$ cat src/rtl/pipe_reg_chain.sv
// pipe_reg_chain: DEPTH-stage valid/payload pipeline register chain with per-stage stall/bubble/hold, flush, occupancy and sticky stall-order error
module pipe_reg_chain #(
  parameter int DATA_W = 32,
  parameter int DEPTH = 1,
  parameter int STALL_W = 6,
  parameter int STAGE_IDX = 3,
  parameter logic [DATA_W-1:0] NOP_DATA = {DATA_W{1'b0}}
) (
  input  logic                         clk_in,
  input  logic                         rst_in,
  input  logic                         rdy_in,
  input  logic [STALL_W-1:0]           stall_in,
  input  logic                         flush_in,
  input  logic                         valid_in,
  input  logic [DATA_W-1:0]            data_in,
  output logic                         valid_out,
  output logic [DATA_W-1:0]            data_out,
  output logic [DEPTH-1:0]             stage_valid_out,
  output logic [$clog2(DEPTH+1)-1:0]   occ_out,
  output logic                         err_out
);
  localparam int OCC_W = $clog2(DEPTH+1);
  logic [DEPTH-1:0] v;
  logic [DATA_W-1:0] d [DEPTH];
  logic [DEPTH:0] sv;
  logic [DATA_W-1:0] sd [DEPTH+1];
  logic [DEPTH:0] win;
  logic bad;
  // source of stage k sits at index k: the chain inputs at 0, stage k-1 above
  always_comb begin
    sv = {v, valid_in};
    sd[0] = data_in;
    for (int k = 0; k < DEPTH; k++) sd[k+1] = d[k];
  end
  assign win = stall_in[STAGE_IDX+DEPTH:STAGE_IDX];
  assign bad = |(win[DEPTH:1] & ~win[DEPTH-1:0]);
  always_ff @(posedge clk_in) begin
    for (int k = 0; k < DEPTH; k++) begin
      if (rst_in) begin
        v[k] <= 1'b0;
        d[k] <= NOP_DATA;
      end else if (rdy_in) begin
        if (flush_in || (stall_in[STAGE_IDX+k] && !stall_in[STAGE_IDX+k+1])) begin
          v[k] <= 1'b0;
          d[k] <= NOP_DATA;
        end else if (!stall_in[STAGE_IDX+k]) begin
          v[k] <= sv[k];
          d[k] <= sv[k] ? sd[k] : NOP_DATA;
        end
      end
    end
  end
  always_ff @(posedge clk_in) begin
    if (rst_in) err_out <= 1'b0;
    else if (rdy_in && bad) err_out <= 1'b1;
  end
  always_comb begin
    occ_out = '0;
    for (int k = 0; k < DEPTH; k++) occ_out = occ_out + OCC_W'(v[k]);
  end
  assign valid_out = v[DEPTH-1];
  assign data_out = d[DEPTH-1];
  assign stage_valid_out = v;
endmodule

$ cat config.mk
export PLATFORM = sky130hd
export DESIGN_NAME = pipe_reg_chain
export DESIGN_NICKNAME = d
export VERILOG_FILES = /design/src/rtl/pipe_reg_chain.sv
export SDC_FILE = /design/constraint.sdc
export NUM_CORES = 1
export LEC_CHECK = 0
export BUFFER_PORTS_ARGS = -buffer_cell sky130_fd_sc_hd__buf_2
export CAP_MARGIN = 20
export CORE_MARGIN = 4
export CORE_UTILIZATION = 38
export DETAILED_ROUTE_END_ITERATION = 7
export PLACE_DENSITY = 0.75
export SYNTH_ARGS = -nofsm -noshare
export SYNTH_HDL_FRONTEND = slang
export SYNTH_SLANG_ARGS = --single-unit
$ cat constraint.sdc
create_clock -name clk_in -period 1.44 [get_ports clk_in]
set_input_delay 0.288 -clock clk_in [delete_from_list [all_inputs] [get_ports clk_in]]
set_output_delay 0.288 -clock clk_in [all_outputs]
set_load 0.1 [all_outputs]
==> impl_metrics.csv <==
group,metric,value,unit
run_status,outcome,"completed",
setup_path,critPathArrivalTime,1.11,ns
clock_network,clk_pin_slew,0.09,ns
setup_path,reg2reg_from,"err_out",
power_and_ir_drop,combPwrFrac,28.7,%
clock_network,cts_buffer_depth,2,
power_and_ir_drop,p_seq_share,50.3,%
timing,max_slew.worst_pin.slew,0.499,ns
setup_path,cp_cell_sequence,"buf_2",
setup_path,crit_family,"buffers and inverters",
logic_synthesis,synth_area,1300,sq um
min_path,hp-class,"in -> reg",
layout,drive_gt1_share,53.8,%
layout,nFillCells,309,
timing,slew_viol_final,0,
clock_network,worstSkewPairLatency,0.32,ns
setup_path,r2r_end,"err_out",
global_routing,grt_max_degree,34,
setup_path,crit_required,1.15,ns
clock_network,post_cts_buffers,0,
timing,final.setup.tns,0,ns
clock_network,cts-htree-levels,2,
min_path,min-delay-start,"rst_in",
logic_synthesis,syn_avg_cell_area,16.1,sq um
floorplan,pin_count,79,
layout,fin_nets,202,
setup_path,startpoint_type,"flip-flop",
timing,max_slew_margin,67.0,%
power_and_ir_drop,peakVddDrop,0.496,mV
job,cap_violations,0,
power_and_ir_drop,power_density,1280,nW/um^2
detailed_routing,drt-initial-drc-count,47,
logic_synthesis,netlist_instances,81,
clock_network,clock_sinks,34,
logic_synthesis,ys_ff_latch,34,
clock_network,clockRootBuffer,"clkbuf_4",
power_and_ir_drop,power_switching,0.874,mW
timing,clock-skew-final,0,ns
min_path,min_path_cells,2,
place,numPortBuffers,74,
detailed_routing,drc,0,
setup_path,endpoint_kind,"output port",
place,dpl.hpwl,1950,microns
timing,rsz0062_at_grt,"true",
detailed_routing,dr.pass1.iters,4,
setup_path,path_buf_inv,1,
timing,fmax,718,MHz
logic_synthesis,synth_nets,124,
detailed_routing,postRouteAntennaNets,0,
floorplan,placeableCoreArea,3340,sq um
power_and_ir_drop,clkPwrFrac,21.0,%
floorplan,initial_core_util,39.1,%
logic_synthesis,yosysTopAreaCellShare,73.7,%
global_routing,grt_pass1_vias,915,
power_and_ir_drop,p_total,2.31,mW
setup_path,critPathMaxFanout,4,
detailed_routing,wl_per_cell,12.4,microns
power_and_ir_drop,leakage,0.846,nW
logic_synthesis,ys_types,12,
floorplan,die_width,66.6,microns
power_and_ir_drop,p_sw_share,37.9,%
clock_network,cts_made_buffers,5,
global_routing,antenna_found_initial,0,
floorplan,dieArea,4430,sq um
detailed_routing,wirelength,2560,microns
timing,period_minus_slack,1.39,ns
place,post_dp_cell_area,1710,sq um
layout,diodes,0,
logic_synthesis,synth_seq_area_share,76.8,%
power_and_ir_drop,intPower,1.43,mW
floorplan,die_h,66.6,microns
timing,min_period_over_period,96.8,%
logic_synthesis,synth_area_leaders,"edfxtp_1, and2_1, dfxtp_1, buf_6, buf_4",
layout,final_area,1800,sq um
global_routing,grt_use_total,12.4,%
timing,holdWs,0.150,ns
detailed_routing,num_vias,897,
setup_path,slowest_stage,"buf_2",
timing,finalSetupViolations,0,
setup_path,rrSetupSlack,0.81,ns
logic_synthesis,ys.warnings.count,0,
floorplan,num_rows,21,
setup_path,reg2reg_depth,2,
place,routabilityCongestion,0.696,
setup_path,crit_type,"reg -> out",
clock_network,holdBufCountCts,0,
timing,finalHoldViolCount,0,
detailed_routing,viasPerCell,4.35,
clock_network,cts_tree,"built",
logic_synthesis,yosys.area.top_type,"edfxtp_1",
layout,syn_to_final_growth,38.1,%
global_routing,grt_pass1_wl,3910,microns
setup_path,critPathMaxStageDelay,0.43,ns
global_routing,overflow,0,
min_path,worstHoldEndpoint,"err_out",
[power groups by stage]
stage	combinational [mW]	clock (mW)	sequential [mW]
after floorplan	0.0461	0	1.67
after global placement	0.650	0	1.18
after detailed placement	0.654	0	1.18
after CTS	0.655	0.511	1.16
after global routing	0.683	0.573	1.17
final	0.663	0.484	1.16
[cell families (layout without fill, tap and decap cells)]
family	count (synthesis)	in the layout	share of synthesized area, %
AO/OA/AOI/OAI	3	3	1.54
buffers and inverters	7	86	4.32
flip-flops	34	34	76.8
AND/OR/NAND/NOR	37	37	17.4
[state kept, by name, summed over array words and instances, names as in the netlist]
name	count
d	32
err_out	1
stage_valid_out	1
[routing by layer]
layer | part of all wire (%) | track usage [%]
met1 | 35 | 11.6
met5 | 0 | 0
met2 | 48 | 22.2
met3 | 15 | 7.25
met4 | 1.3 | 4.57
[worst max path at each step]
stage                         start         endpoint  cells after the start
finish              stage_valid_out          occ_out                      1
global route        stage_valid_out          occ_out                      1
CTS                         d[0][9]      data_out[9]                      1
detailed placement      stall_in[3]         d[0][30]                      5
global placement        stall_in[4]          d[0][3]                      5
floorplan           stage_valid_out  stage_valid_out                      1
[cells in the mapped netlist (all sizes together)]
| cell type | instances |
|---|---|
| nand2 | 2 |
| inv | 2 |
| a31o | 1 |
| edfxtp | 32 |
| nor2 | 2 |
| o21ai | 1 |
| dfxtp | 2 |
| buf | 5 |
| and2 | 32 |
| a31oi | 1 |
| and4 | 1 |
[repair_timing]
action	in CTS	in global routing
endpoints found under the setup margin	0	16
gates resized for setup	0	13
endpoints found under the hold margin	0	0
[area by class of cell]
class	instances	area [sq um]	area share [%]
sequential	34	1000	55.7
timing repair buffer	76	430	23.9
multi-input combinational	40	249	13.8
tap	46	57.6	3.20
clock buffer	5	37.5	2.08
clock inverter	3	16.3	0.903
inverter	2	7.51	0.417
[per-stage QoR]
stage	util (%)	instances	worst slack [ns]
global route	54.0	206	-0.0178
global placement	51.4	198	0.219
CTS	53.0	206	0.0177
floorplan	-	81	0.110
finish	54.0	206	0.0467
detailed placement	51.4	198	0.155
[cell usage in the layout (no fill, tap or decap), drive strengths merged]
| cell | n |
|---|---|
| a31o | 1 |
| a31oi | 1 |
| and2 | 32 |
| and4 | 1 |
| buf | 63 |
| clkbuf | 18 |
| clkinv | 2 |
| clkinvlp | 1 |
| dfxtp | 2 |
| edfxtp | 32 |
| inv | 2 |
| nand2 | 2 |
| nor2 | 2 |
| o21ai | 1 |
No activity file was read; power rests on OpenSTA's default activity.
